[config.mk]
export PLATFORM = sky130hd
export DESIGN_NAME = wb_stage_p
export DESIGN_NICKNAME = d
export VERILOG_FILES = /design/src/rtl/wb_stage_p.sv
export SDC_FILE = /design/constraint.sdc
export NUM_CORES = 1
export LEC_CHECK = 0
export CAP_MARGIN = 20
export CELL_PAD_IN_SITES_DETAIL_PLACEMENT = 0
export CELL_PAD_IN_SITES_GLOBAL_PLACEMENT = 1
export CORE_ASPECT_RATIO = 1.2
export CORE_MARGIN = 1
export CORE_UTILIZATION = 30
export CTS_CLUSTER_DIAMETER = 100
export DETAILED_ROUTE_END_ITERATION = 7
export PLACE_DENSITY_LB_ADDON = 0.1
export SLEW_MARGIN = 10
export SYNTH_ARGS = -nofsm -noshare
export SYNTH_HDL_FRONTEND = slang
export SYNTH_SLANG_ARGS = --single-unit
[constraint.sdc]
create_clock -name clock -period 5.38 [get_ports clock]
set_clock_uncertainty 0.05 [all_clocks]
set_input_delay 0.538 -clock clock [delete_from_list [all_inputs] [get_ports clock]]
set_output_delay 0.538 -clock clock [all_outputs]
set_load 0.02 [all_outputs]
[src/rtl/wb_stage_p.sv]
// Two-stage RISC-V writeback: stage 1 latches the retiring instruction, and the
// stage 1->2 path extracts load data and checks alignment before the register file is written.
module wb_stage_p #(
    parameter  int XLEN  = 32,
    parameter  int CNT_W = 32,
    localparam int OFF_W = (XLEN == 64) ? 3 : 2
) (
    input  logic             clock,
    input  logic             reset,
    input  logic             stall,
    input  logic             flush,
    input  logic             in_valid,
    input  logic [31:0]      in_inst,
    input  logic [XLEN-1:0]  in_result,
    input  logic [XLEN-1:0]  in_pc_plus_4,
    input  logic [XLEN-1:0]  in_mem_rdata,
    input  logic [OFF_W-1:0] in_addr_lo,
    output logic             rf_we,
    output logic [4:0]       rf_rd,
    output logic [XLEN-1:0]  rf_wdata,
    output logic             fwd_valid,
    output logic [4:0]       fwd_rd,
    output logic [XLEN-1:0]  fwd_data,
    output logic             misalign,
    output logic             illegal,
    output logic [CNT_W-1:0] instret
);

    localparam logic [6:0] OPC_LOAD   = 7'b0000011;
    localparam logic [6:0] OPC_OP_IMM = 7'b0010011;
    localparam logic [6:0] OPC_AUIPC  = 7'b0010111;
    localparam logic [6:0] OPC_OP     = 7'b0110011;
    localparam logic [6:0] OPC_LUI    = 7'b0110111;
    localparam logic [6:0] OPC_JALR   = 7'b1100111;
    localparam logic [6:0] OPC_JAL    = 7'b1101111;

    typedef enum logic [1:0] {SEL_RES, SEL_PC4, SEL_MEM} sel_e;

    logic             in_write, in_load;
    sel_e             in_sel;
    logic             unused_inst_bits;

    logic             s1_valid_q, s1_valid_d;
    logic             s1_write_q, s1_write_d;
    logic             s1_load_q, s1_load_d;
    sel_e             s1_sel_q, s1_sel_d;
    logic [4:0]       s1_rd_q, s1_rd_d;
    logic [2:0]       s1_f3_q, s1_f3_d;
    logic [XLEN-1:0]  s1_result_q, s1_result_d;
    logic [XLEN-1:0]  s1_pc4_q, s1_pc4_d;
    logic [XLEN-1:0]  s1_mem_q, s1_mem_d;
    logic [OFF_W-1:0] s1_addr_q, s1_addr_d;

    logic [XLEN-1:0]  shifted, load_data, sel_data;
    logic             ld_ill, ld_mis, fault;

    logic             rf_we_q, rf_we_d;
    logic [4:0]       rf_rd_q, rf_rd_d;
    logic [XLEN-1:0]  rf_wdata_q, rf_wdata_d;
    logic             fwd_valid_q, fwd_valid_d;
    logic [4:0]       fwd_rd_q, fwd_rd_d;
    logic [XLEN-1:0]  fwd_data_q, fwd_data_d;
    logic             misalign_q, misalign_d;
    logic             illegal_q, illegal_d;
    logic [CNT_W-1:0] instret_q, instret_d;

    assign unused_inst_bits = ^in_inst[31:15];

    always_comb begin
        in_write = 1'b0;
        in_load  = 1'b0;
        in_sel   = SEL_RES;
        case (in_inst[6:0])
            OPC_OP_IMM, OPC_OP, OPC_LUI, OPC_AUIPC: in_write = 1'b1;
            OPC_JAL, OPC_JALR: begin
                in_write = 1'b1;
                in_sel   = SEL_PC4;
            end
            OPC_LOAD: begin
                in_write = 1'b1;
                in_load  = 1'b1;
                in_sel   = SEL_MEM;
            end
            default: ;
        endcase
    end

    // flush outranks stall; a stalled stage 1 ignores whatever is arriving
    always_comb begin
        s1_valid_d  = s1_valid_q;
        s1_write_d  = s1_write_q;
        s1_load_d   = s1_load_q;
        s1_sel_d    = s1_sel_q;
        s1_rd_d     = s1_rd_q;
        s1_f3_d     = s1_f3_q;
        s1_result_d = s1_result_q;
        s1_pc4_d    = s1_pc4_q;
        s1_mem_d    = s1_mem_q;
        s1_addr_d   = s1_addr_q;
        if (flush) begin
            s1_valid_d = 1'b0;
        end else if (!stall) begin
            s1_valid_d  = in_valid;
            s1_write_d  = in_write && (in_inst[11:7] != 5'd0);
            s1_load_d   = in_load;
            s1_sel_d    = in_sel;
            s1_rd_d     = in_inst[11:7];
            s1_f3_d     = in_inst[14:12];
            s1_result_d = in_result;
            s1_pc4_d    = in_pc_plus_4;
            s1_mem_d    = in_mem_rdata;
            s1_addr_d   = in_addr_lo;
        end
    end

    always_comb begin
        shifted = s1_mem_q >> {s1_addr_q, 3'b000};
        case (s1_f3_q)
            3'b000:  load_data = XLEN'($signed(shifted[7:0]));
            3'b001:  load_data = XLEN'($signed(shifted[15:0]));
            3'b010:  load_data = XLEN'($signed(shifted[31:0]));
            3'b100:  load_data = XLEN'(shifted[7:0]);
            3'b101:  load_data = XLEN'(shifted[15:0]);
            3'b110:  load_data = XLEN'(shifted[31:0]);
            default: load_data = shifted;
        endcase

        ld_ill = s1_load_q && ((s1_f3_q == 3'b111) ||
                 ((XLEN == 32) && ((s1_f3_q == 3'b011) || (s1_f3_q == 3'b110))));
        ld_mis = 1'b0;
        if (s1_load_q && !ld_ill) begin
            case (s1_f3_q[1:0])
                2'b01:   ld_mis = s1_addr_q[0];
                2'b10:   ld_mis = (s1_addr_q[1:0] != 2'b00);
                2'b11:   ld_mis = (s1_addr_q != '0);
                default: ld_mis = 1'b0;
            endcase
        end
        fault = ld_ill || ld_mis;

        case (s1_sel_q)
            SEL_PC4: sel_data = s1_pc4_q;
            SEL_MEM: sel_data = load_data;
            default: sel_data = s1_result_q;
        endcase
    end

    always_comb begin
        rf_we_d     = 1'b0;
        misalign_d  = 1'b0;
        illegal_d   = 1'b0;
        rf_rd_d     = rf_rd_q;
        rf_wdata_d  = rf_wdata_q;
        fwd_valid_d = fwd_valid_q;
        fwd_rd_d    = fwd_rd_q;
        fwd_data_d  = fwd_data_q;
        instret_d   = instret_q;
        if (!stall && !flush) begin
            rf_we_d    = s1_valid_q && s1_write_q && !fault;
            misalign_d = s1_valid_q && ld_mis;
            illegal_d  = s1_valid_q && ld_ill;
            if (rf_we_d) begin
                rf_rd_d     = s1_rd_q;
                rf_wdata_d  = sel_data;
                fwd_valid_d = 1'b1;
                fwd_rd_d    = s1_rd_q;
                fwd_data_d  = sel_data;
            end
            if (s1_valid_q && !fault) instret_d = instret_q + CNT_W'(1);
        end
    end

    always_ff @(posedge clock or posedge reset) begin
        if (reset) begin
            s1_valid_q  <= 1'b0;
            s1_write_q  <= 1'b0;
            s1_load_q   <= 1'b0;
            s1_sel_q    <= SEL_RES;
            s1_rd_q     <= '0;
            s1_f3_q     <= '0;
            s1_result_q <= '0;
            s1_pc4_q    <= '0;
            s1_mem_q    <= '0;
            s1_addr_q   <= '0;
            rf_we_q     <= 1'b0;
            rf_rd_q     <= '0;
            rf_wdata_q  <= '0;
            fwd_valid_q <= 1'b0;
            fwd_rd_q    <= '0;
            fwd_data_q  <= '0;
            misalign_q  <= 1'b0;
            illegal_q   <= 1'b0;
            instret_q   <= '0;
        end else begin
            s1_valid_q  <= s1_valid_d;
            s1_write_q  <= s1_write_d;
            s1_load_q   <= s1_load_d;
            s1_sel_q    <= s1_sel_d;
            s1_rd_q     <= s1_rd_d;
            s1_f3_q     <= s1_f3_d;
            s1_result_q <= s1_result_d;
            s1_pc4_q    <= s1_pc4_d;
            s1_mem_q    <= s1_mem_d;
            s1_addr_q   <= s1_addr_d;
            rf_we_q     <= rf_we_d;
            rf_rd_q     <= rf_rd_d;
            rf_wdata_q  <= rf_wdata_d;
            fwd_valid_q <= fwd_valid_d;
            fwd_rd_q    <= fwd_rd_d;
            fwd_data_q  <= fwd_data_d;
            misalign_q  <= misalign_d;
            illegal_q   <= illegal_d;
            instret_q   <= instret_d;
        end
    end

    assign rf_we     = rf_we_q;
    assign rf_rd     = rf_rd_q;
    assign rf_wdata  = rf_wdata_q;
    assign fwd_valid = fwd_valid_q;
    assign fwd_rd    = fwd_rd_q;
    assign fwd_data  = fwd_data_q;
    assign misalign  = misalign_q;
    assign illegal   = illegal_q;
    assign instret   = instret_q;

endmodule
=== Word level (Yosys, flattened, before mapping) ===
Index checks and enable logic that the tools add are counted.
W data, S select, Z words.

* RAM bits: 0
* Word-level logic and storage cells: 77
* Flip-flop bits (word level): 184
* Output and inout bits: 110
* Memories kept: 0
* Memory bits (read-only): 0
* Bits in latches: 0
* Input port bits: 135

* Reduce and logical (&&, ||, !) cells: 25
* Div/mod/pow operators: 0
* Equal/unequal tests: 19
* Mux-type cells: 12
* Shifts and indexed selects: 1
* Multiply operators: 0
* Bitwise operators: 2
* Magnitude comparators: 0
* Add/subtract/negate cells: 1

{| class="wikitable"
|+ Operators with widths
! operator !! count
|-
| $pmux W32 S4 || 1
|-
| $pmux W32 S2 || 1
|-
| $add A32 B1 Y32 const B || 1
|-
| $shr A32 B5 Y32 || 1
|-
| $eq A7 B5 Y1 const B || 2
|-
| $eq A7 B6 Y1 const B || 2
|-
| $eq A7 B7 Y1 const B || 2
|-
| $eq A3 B3 Y1 const B || 4
|-
| $logic_and A1 B1 Y1 || 9
|-
| $mux W1 || 8
|-
| $eq A7 B2 Y1 const B || 1
|-
| $reduce_or A7 Y1 || 1
|-
| $eq A2 B2 Y1 const B || 3
|-
| $reduce_and A2 Y1 || 3
|-
| $reduce_bool A5 Y1 || 1
|-
| $eq A2 B1 Y1 const B || 2
|-
| $logic_not A1 Y1 || 4
|-
| $pmux W2 S2 || 1
|-
| $reduce_or A2 Y1 || 2
|-
| $eq A3 B1 Y1 const B || 1
|-
| $eq A3 B2 Y1 const B || 1
|-
| $logic_not A3 Y1 || 1
|-
| $logic_or A1 B1 Y1 || 3
|-
| $ne A2 B1 Y1 const B || 1
|-
| other kinds (3) || 4
|}

=== Longest topological paths before layout ===
* Depth in word-level cells: 11
* Mapped depth: 8
* Depth with buffers taken out: 7

=== Worst setup path before layout ===
No wires, ideal clock.

* Path type: in2reg
* Start point: input port flush
* End point: register instret_q[26] (netlist: instret[26])
* Buffers on the path: 1
* Stages on the path: 6
* Data required time: 5.200 ns
* Data arrival time: 1.844 ns
* Library setup time: 0.130 ns
* Slack: 3.356 ns
* Cell sequence: nor3b_1 > and4_1 > buf_4 > nor3b_4 > nand4_1 > xnor2_1

* Longest elaborated chain between the ends: 3

{| class="wikitable"
|+ Ends and longest elaborated chain
! element !! RTL line !! text
|-
| from (decl) || 11 || <nowiki>input logic flush,</nowiki>
|-
| $logic_not A1 Y1 || 158 || <nowiki>if (!stall && !flush) begin</nowiki>
|-
| $logic_and A1 B1 Y1 || 158 ||
|-
| $reduce_and A2 Y1 (no source line) || n/a ||
|-
| to (signal assigned) || 213 || <nowiki>instret_q <= instret_d;</nowiki>
|-
| to (decl) || 65 || <nowiki>logic [CNT_W-1:0] instret_q, instret_d;</nowiki>
|}

Every way passes these cells.
A chain may end at the register's enable or synchronous reset.

=== Worst setup path in the final report ===
* Start point: register s1_load_q
* End point: register fwd_data_q[25] (netlist: fwd_data[25])

* Longest elaborated chain between the ends: 8

{| class="wikitable"
|+ Ends and longest elaborated chain
! element !! RTL line !! text
|-
| from (decl) || 45 || <nowiki>logic s1_load_q, s1_load_d;</nowiki>
|-
| from (signal assigned) || 197 || <nowiki>s1_load_q <= s1_load_d;</nowiki>
|-
| $logic_and A1 B1 Y1 || 128 || <nowiki>ld_ill = s1_load_q && ((s1_f3_q == 3'b111) ||</nowiki>
|-
| $logic_not A1 Y1 || 131 || <nowiki>if (s1_load_q && !ld_ill) begin</nowiki>
|-
| $logic_and A1 B1 Y1 || 131 ||
|-
| $mux W1 || 131 ||
|-
| $logic_or A1 B1 Y1 (*) || 139 || <nowiki>fault = ld_ill || ld_mis;</nowiki>
|-
| $logic_not A1 Y1 (*) || 159 || <nowiki>rf_we_d = s1_valid_q && s1_write_q && !fault;</nowiki>
|-
| $logic_and A1 B1 Y1 (*) || 159 ||
|-
| $reduce_and A2 Y1 (no source line) (*) || n/a ||
|-
| to (signal assigned) || 210 || <nowiki>fwd_data_q <= fwd_data_d;</nowiki>
|-
| to (decl) || 62 || <nowiki>logic [XLEN-1:0] fwd_data_q, fwd_data_d;</nowiki>
|}

Mark *: on every way between the ends. The rest lies on a longest branch, timed or not.

==> key figures <==
Finish
  – Multi-input logic area: 3330 um2
  – Commonest cells after routing, fill and taps aside: 376 x nand2_1, 227 x clkdlybuf4s50_1, 182 x dfrtp_1, 40 x o21ai_0, 26 x xnor2_1
  – P&R area growth vs syn: 35.2%
  – Nets: 1247
  – Seq. cell area: 4580 um2
  – Layout cells sized above 1: 4.90%
  – Final instance area: 11400 um2
  – Filler cell count: 2847
  – Commonest non-fill, non-tap cell in the layout: nand2_1

Timing
  – Final min period: 2.95 ns
  – RSZ-0062 raised after global routing: no
  – Hold Fails Final Rpt: 0
  – Final worst setup slack: 2.43 ns
  – Fin Setup TNS: 0 ns
  – Worst hold margin: 0.421 ns
  – Fin crit share: 54.9%
  – Final setup violation count: 0
  – Max frequency: 339 MHz
  – Worst-margin pin slew: 0.974 ns
  – Slew Limit Headroom: 35.0%
  – Final slew viol count: 0

Yosys
  – Main combinational cell family by area after synthesis: simple AND/OR/NAND/NOR gates
  – Post-Synth XOR/XNOR Area: 3.32%
  – Synth cell types: 48
  – Mux share of post-synthesis cell area: 2.55%
  – Mapped Area: 8440 um2
  – Post-synth EDFFs: 0
  – Post-synthesis compound-gate area fraction: 10.6%
  – Post-synthesis adder-cell area fraction: 0.445%
  – Post-Synthesis Cells: 938
  – Top FF cell, synth: dfrtp_1
  – Ys async rst share: 100%
  – Post-Syn Area per Cell: 9.00 um2
  – Synthesis warning total: 0
  – Register bit total from synthesis: 183
  – Sequential share of the synthesized area: 54.2%
  – Syn_nets: 1076
  – Synth Area in Simple Gates: 22.4%

Route
  – Drt drc: 0
  – Starting DRT DRC Count: 342
  – Number of vias per cell: 4.57
  – Drt pass-1 iters: 5
  – Final ANT Viol Nets: 0
  – Routed wire length: 25000 um
  – Vias: 6838
  – Routed WL per cell: 16.7 um

Place
  – Placement Setup Slack: 2.19 ns
  – DP Area: 10800 um2
  – PortBufs: 227
  – Final GP Congestion: 0.778
  – Dpl hpwl: 17900 um

Worst setup path
  – Critical Path RT: 5.67 ns
  – Worst EP arrival: 3.24 ns
  – CP Launch Point: s1_load_q
  – R2R cell count: 6
  – Crit path max fanout: 12
  – R2r setup slk: 2.43 ns
  – Crit path largest cell delay: 0.79 ns
  – RR Endpoint: fwd_data[25]
  – Startpoint types: flop
  – Slowest CP cell: nor2_1
  – Reg2reg start: s1_load_q
  – End of the critical path: fwd_data[25]
  – CP Cell Sequence: ha_1, nand3b_1, nor2_1, a22o_1, o22ai_1, o21ai_0
  – Crit Path Category: reg2reg
  – Crit end category: flop

Clocking
  – Clk sinks: 183
  – Worst skew pair latency: 0.43 ns
  – Hold_buf cts: 0
  – Reg clk slew, reported paths: 0.07 ns
  – CTS max path bufs: 2
  – CTS root buf: clkbuf_16
  – CTS Buf Count: 17
  – Postcts setup bufs: 0
  – PostCTS Resize Cnt: 0
  – CTS tree: yes
  – H-tree depth: 4

Power
  – Pwr/cell area: 304 nW/um2
  – P_leak: 5.17 nW
  – Comb pwr share: 15.7%
  – Clk pwr share: 37.5%
  – Seq pwr share: 46.8%
  – Int Pwr: 0.00251 W
  – Worst vdd ir: 148 uV
  – Net Sw Frac: 27.5%
  – Switch Pwr: 0.000954 W

Global routing
  – Antenna violations before repair: 0
  – Largest net degree at the start of global routing: 69
  – First-pass GRT wire length: 38900 um
  – Gr ovfl total: 0
  – Overall routing resource usage: 17.9%
  – Number of global-route vias before repair: 6838

Die
  – Area of the die: 28800 um2
  – Core region area: 27400 um2
  – # IOs: 245
  – Row count: 66
  – Die height: 186 um
  – Die width: 155 um
  – Initial Util: 30.8%

Run
  – Max-cap violation count: 0

Worst hold path
  – Min-delay worst type: reg2reg

Outcome
  – Run status: complete, no violations
[cell type report]
cell class / count / share of cell area [%]
Clock inverter: 13 / 1.51
Antenna cell: 1 / 0.0219
Timing Repair Buffer: 241 / 20.8
Inverter: 13 / 0.460
Clock buffer: 19 / 3.79
Multi-Input combinational cell: 653 / 29.1
Sequential cell: 183 / 40.1
Tap cell: 374 / 4.10
[synthesized netlist by cell type, types with 5 or more instances]
| library cell | instances | area (um2) |
|---|---|---|
| nand2_1 | 376 | 1410 |
| dfrtp_1 | 183 | 4580 |
| buf_4 | 40 | 300 |
| o21ai_0 | 40 | 200 |
| clkbuf_1 | 37 | 139 |
| xnor2_1 | 26 | 228 |
| a21oi_1 | 23 | 115 |
| o22ai_1 | 23 | 144 |
| nor2_1 | 21 | 78.8 |
| mux2i_1 | 17 | 170 |
| nand3_1 | 15 | 75.1 |
| inv_1 | 13 | 48.8 |
| nand4_1 | 12 | 75.1 |
| nor2b_1 | 10 | 62.6 |
| a211oi_1 | 8 | 60.1 |
| a22o_1 | 8 | 70.1 |
| a31oi_1 | 8 | 50.1 |
| a221oi_1 | 7 | 61.3 |
| o31ai_1 | 7 | 52.6 |
| buf_2 | 6 | 30.0 |
| xor2_1 | 6 | 52.6 |
| buf_1 | 5 | 18.8 |
[flip-flops by register name (all words and copies together) (netlist names)]
| name | count |
|---|---|
| rf_we | 1 |
| fwd_valid | 1 |
| s1_rd_q | 5 |
| fwd_rd | 5 |
| s1_f3_q | 3 |
| s1_addr_q | 2 |
| s1_mem_q | 32 |
| misalign | 1 |
| illegal | 1 |
| s1_sel_q | 1 |
| s1_pc4_q | 32 |
| s1_load_q | 1 |
| s1_valid_q | 1 |
| s1_result_q | 32 |
| fwd_data | 32 |
| instret | 32 |
| s1_write_q | 1 |
[how the worst min path moves through the flow]
stage | to | cells after the start | slack, ns | from
2_1_floorplan | s1_result_q[13] | 2 | 0.39 | s1_result_q[13]
3_3_place_gp | fwd_valid | 1 | 0.40 | fwd_valid
3_5_place_dp | s1_mem_q[4] | 2 | 0.41 | s1_mem_q[4]
4_1_cts | fwd_rd[3] | 2 | 0.43 | s1_rd_q[3]
5_1_grt | fwd_rd[2] | 2 | 0.44 | s1_rd_q[2]
6_report | instret[31] | 1 | 0.42 | instret[31]
[cell families (layout without fill, tap and decap cells)]
logic type      Yosys count  count (layout)
flops                   183             183
other cells               0               1
simple gates            459             459
fa+ha+maj                 3               3
mux                      20              20
compound gates          139             139
buf+inv                 102             286
xor+xnor                 32              32
[worst max-delay path: cells and delay by family, from the launching register on]
family	cells	cell delay, ns
AND/OR/NAND/NOR	2	1.26
adder cells (fa/ha/maj)	1	0.53
flip-flops	1	0.46
AO/OA/AOI/OAI	3	0.56
[metal layers]
metal,vias to the layer above,routed length (um),track usage [%]
li1,3408,-,-
met1,3279,11500,23.7
met2,145,12600,30.4
met3,6,797,2.26
met4,0,149,5.43
met5,-,0,0
[power groups by stage]
stage / Clock (W) / Combinational, W / Sequential [W]
2_1_floorplan: 0 / 0.000315 / 0.00163
3_3_place_gp: 0 / 0.000547 / 0.00165
3_5_place_dp: 0 / 0.000552 / 0.00165
4_1_cts: 0.00135 / 0.000554 / 0.00162
5_1_grt: 0.00140 / 0.000607 / 0.00164
6_report: 0.00130 / 0.000543 / 0.00162
[metrics by stage]
| stage | std cells | power [W] | utilization (%) |
|---|---|---|---|
| final | 1497 | 0.00347 | 41.6 |
| after global routing | 1496 | 0.00365 | 41.6 |
| after CTS | 1496 | 0.00353 | 41.6 |
| after detailed placement | 1464 | 0.00220 | 39.4 |
| after global placement | 1464 | 0.00220 | 39.4 |
| after floorplan | 938 | 0.00195 | - |
Power figures use the tool's default switching activity.
==> variant, RTL diff (config.mk and constraints unchanged) <==
Change the parameter `XLEN` from 32 to 40.
--- a/src/rtl/wb_stage_p.sv
+++ b/src/rtl/wb_stage_p.sv
@@ -1,7 +1,7 @@
 // Two-stage RISC-V writeback: stage 1 latches the retiring instruction, and the
 // stage 1->2 path extracts load data and checks alignment before the register file is written.
 module wb_stage_p #(
-    parameter  int XLEN  = 32,
+    parameter  int XLEN  = 40,
     parameter  int CNT_W = 32,
     localparam int OFF_W = (XLEN == 64) ? 3 : 2
 ) (
Interface: changed (5 resized); port bits go from 245 to 285. No check against the original RTL was run, so the function may have changed too.
==> variant against the unedited design <==
Power is 26% higher; worst hold slack worse by 0.0062 ns; worst setup slack better by 0.022 ns; clock power is 26% higher; area after synthesis is 23% higher; routed wire length is 31% higher; via count is 23% higher; sequential cell count is 32 higher; final area is 22% higher; largest power group unchanged.
==> variant: results (changes against the unedited design) <==
Leakage - 0.006310 uW (+22%)
Via-to-Cell Ratio - 4.651 (+1.8%)
Net total in the final layout - 1503 (+21%)
FILL cells - 3467 (+22%)
Seq/Total Area, Yosys - 51.65% (-2.6 points)
Vias in the first global route - 8405 (+23%)
Synth top area cells - dfrtp_1 (52%), nand2_1 (16%), buf_4 (3.5%)
GPL Wtd Cong - 0.7937 (+2.0%)
Critical path's slowest cell - dfrtp_2
Minimum clock period - 2.932 ns (-0.02181 ns)
R2R setup slack - 2.45 ns (+0.02 ns)
Crit path largest cell delay - 1.04 ns (+0.25 ns)
Synth Area in Compound Gates - 10.75% (+0.17 points)
Mapped Nets - 1319 (+23%)
Outcome - completed
FF-to-FF path depth - 5 (-1)
Post-detailed-routing wire length - 32870 um (+31%)
CP startpoint - s1_addr_q[0]$_DFFE_PP0P_
Synth cell count leaders - nand2_1 (448), dfrtp_1 (215), nor2_1 (54), clkbuf_1 (50), buf_4 (48)
Worst Max-Slew Pin Slew - 1.030 ns (+0.05544 ns)
Dpl ws - 2.224 ns (+0.03803 ns)
XOR/XNOR share of the synthesized area - 2.607% (-0.71 points)
Crit path max fanout - 46 (+34)
Share of layout cells above drive strength 1 - 5.887% (+0.98 points)
Clock Tree Buf Depth - 3 (+1)
Mux contribution to synthesized area - 4.589% (+2.0 points)
PortBufs - 267 (+18%)
Initial DRT Pass Iterations - 4 (-1)
Cell variety after synth - 56 (+17%)
Gr usage total - 18.68% (+0.80 points)
DRT iter0 DRCs - 368 (+7.6%)
Antenna diodes - 0 (-1)
variant: layer usage:
layer  up-vias  GRT usage [%]  routed length [um]
met5         -              0                   0
met4         0          4.488                 595
met3        34          2.298                1349
met2       207          30.69               15500
met1      4028          26.01               15420
li1       4173              -                   -
variant: area by class of cell:
| type | count | area share, % |
|---|---|---|
| repair buffers | 276 | 19.96 |
| well taps | 456 | 4.100 |
| clock buffers | 40 | 5.475 |
| flip-flops and latches | 215 | 38.68 |
| multi-input cells | 807 | 31.15 |
| inverters | 16 | 0.4585 |
| clock inverters | 5 | 0.1798 |
variant: cell families (layout without fill, tap and decap cells):
logic type / after synthesis / in the layout
compound gates: 153 / 153
xor+xnor: 31 / 31
fa+ha+maj: 3 / 3
buf+inv: 135 / 337
flops: 215 / 215
mux: 36 / 36
simple gates: 584 / 584
variant: stage by stage:
step           cells  cell area (um^2)  total power [uW]  hold slack, ns
6_report        1815             13920              4358          0.4152
5_1_grt         1815             13920              4567          0.4417
4_1_cts         1815             13920              4429          0.4230
3_5_place_dp    1770             13130              2756          0.4078
3_3_place_gp    1770             13130              2747          0.4011
2_1_floorplan   1157             10420              2396          0.3886
variant: report_power, final:
group | leakage, uW | switching, uW | total [uW] | internal, uW
logic | 0.00314 | 378 | 752 | 373
registers | 0.00277 | 184 | 1960 | 1780
clock network | 0.000393 | 681 | 1640 | 963
variant: critical path: cells and delay by family, from the launching register on:
kind | cells | cell delay [ns]
DFF | 1 | 1.04
AOI/OAI and AO/OA | 2 | 0.82
and+or+nand+nor | 2 | 0.19
muxes | 1 | 0.68
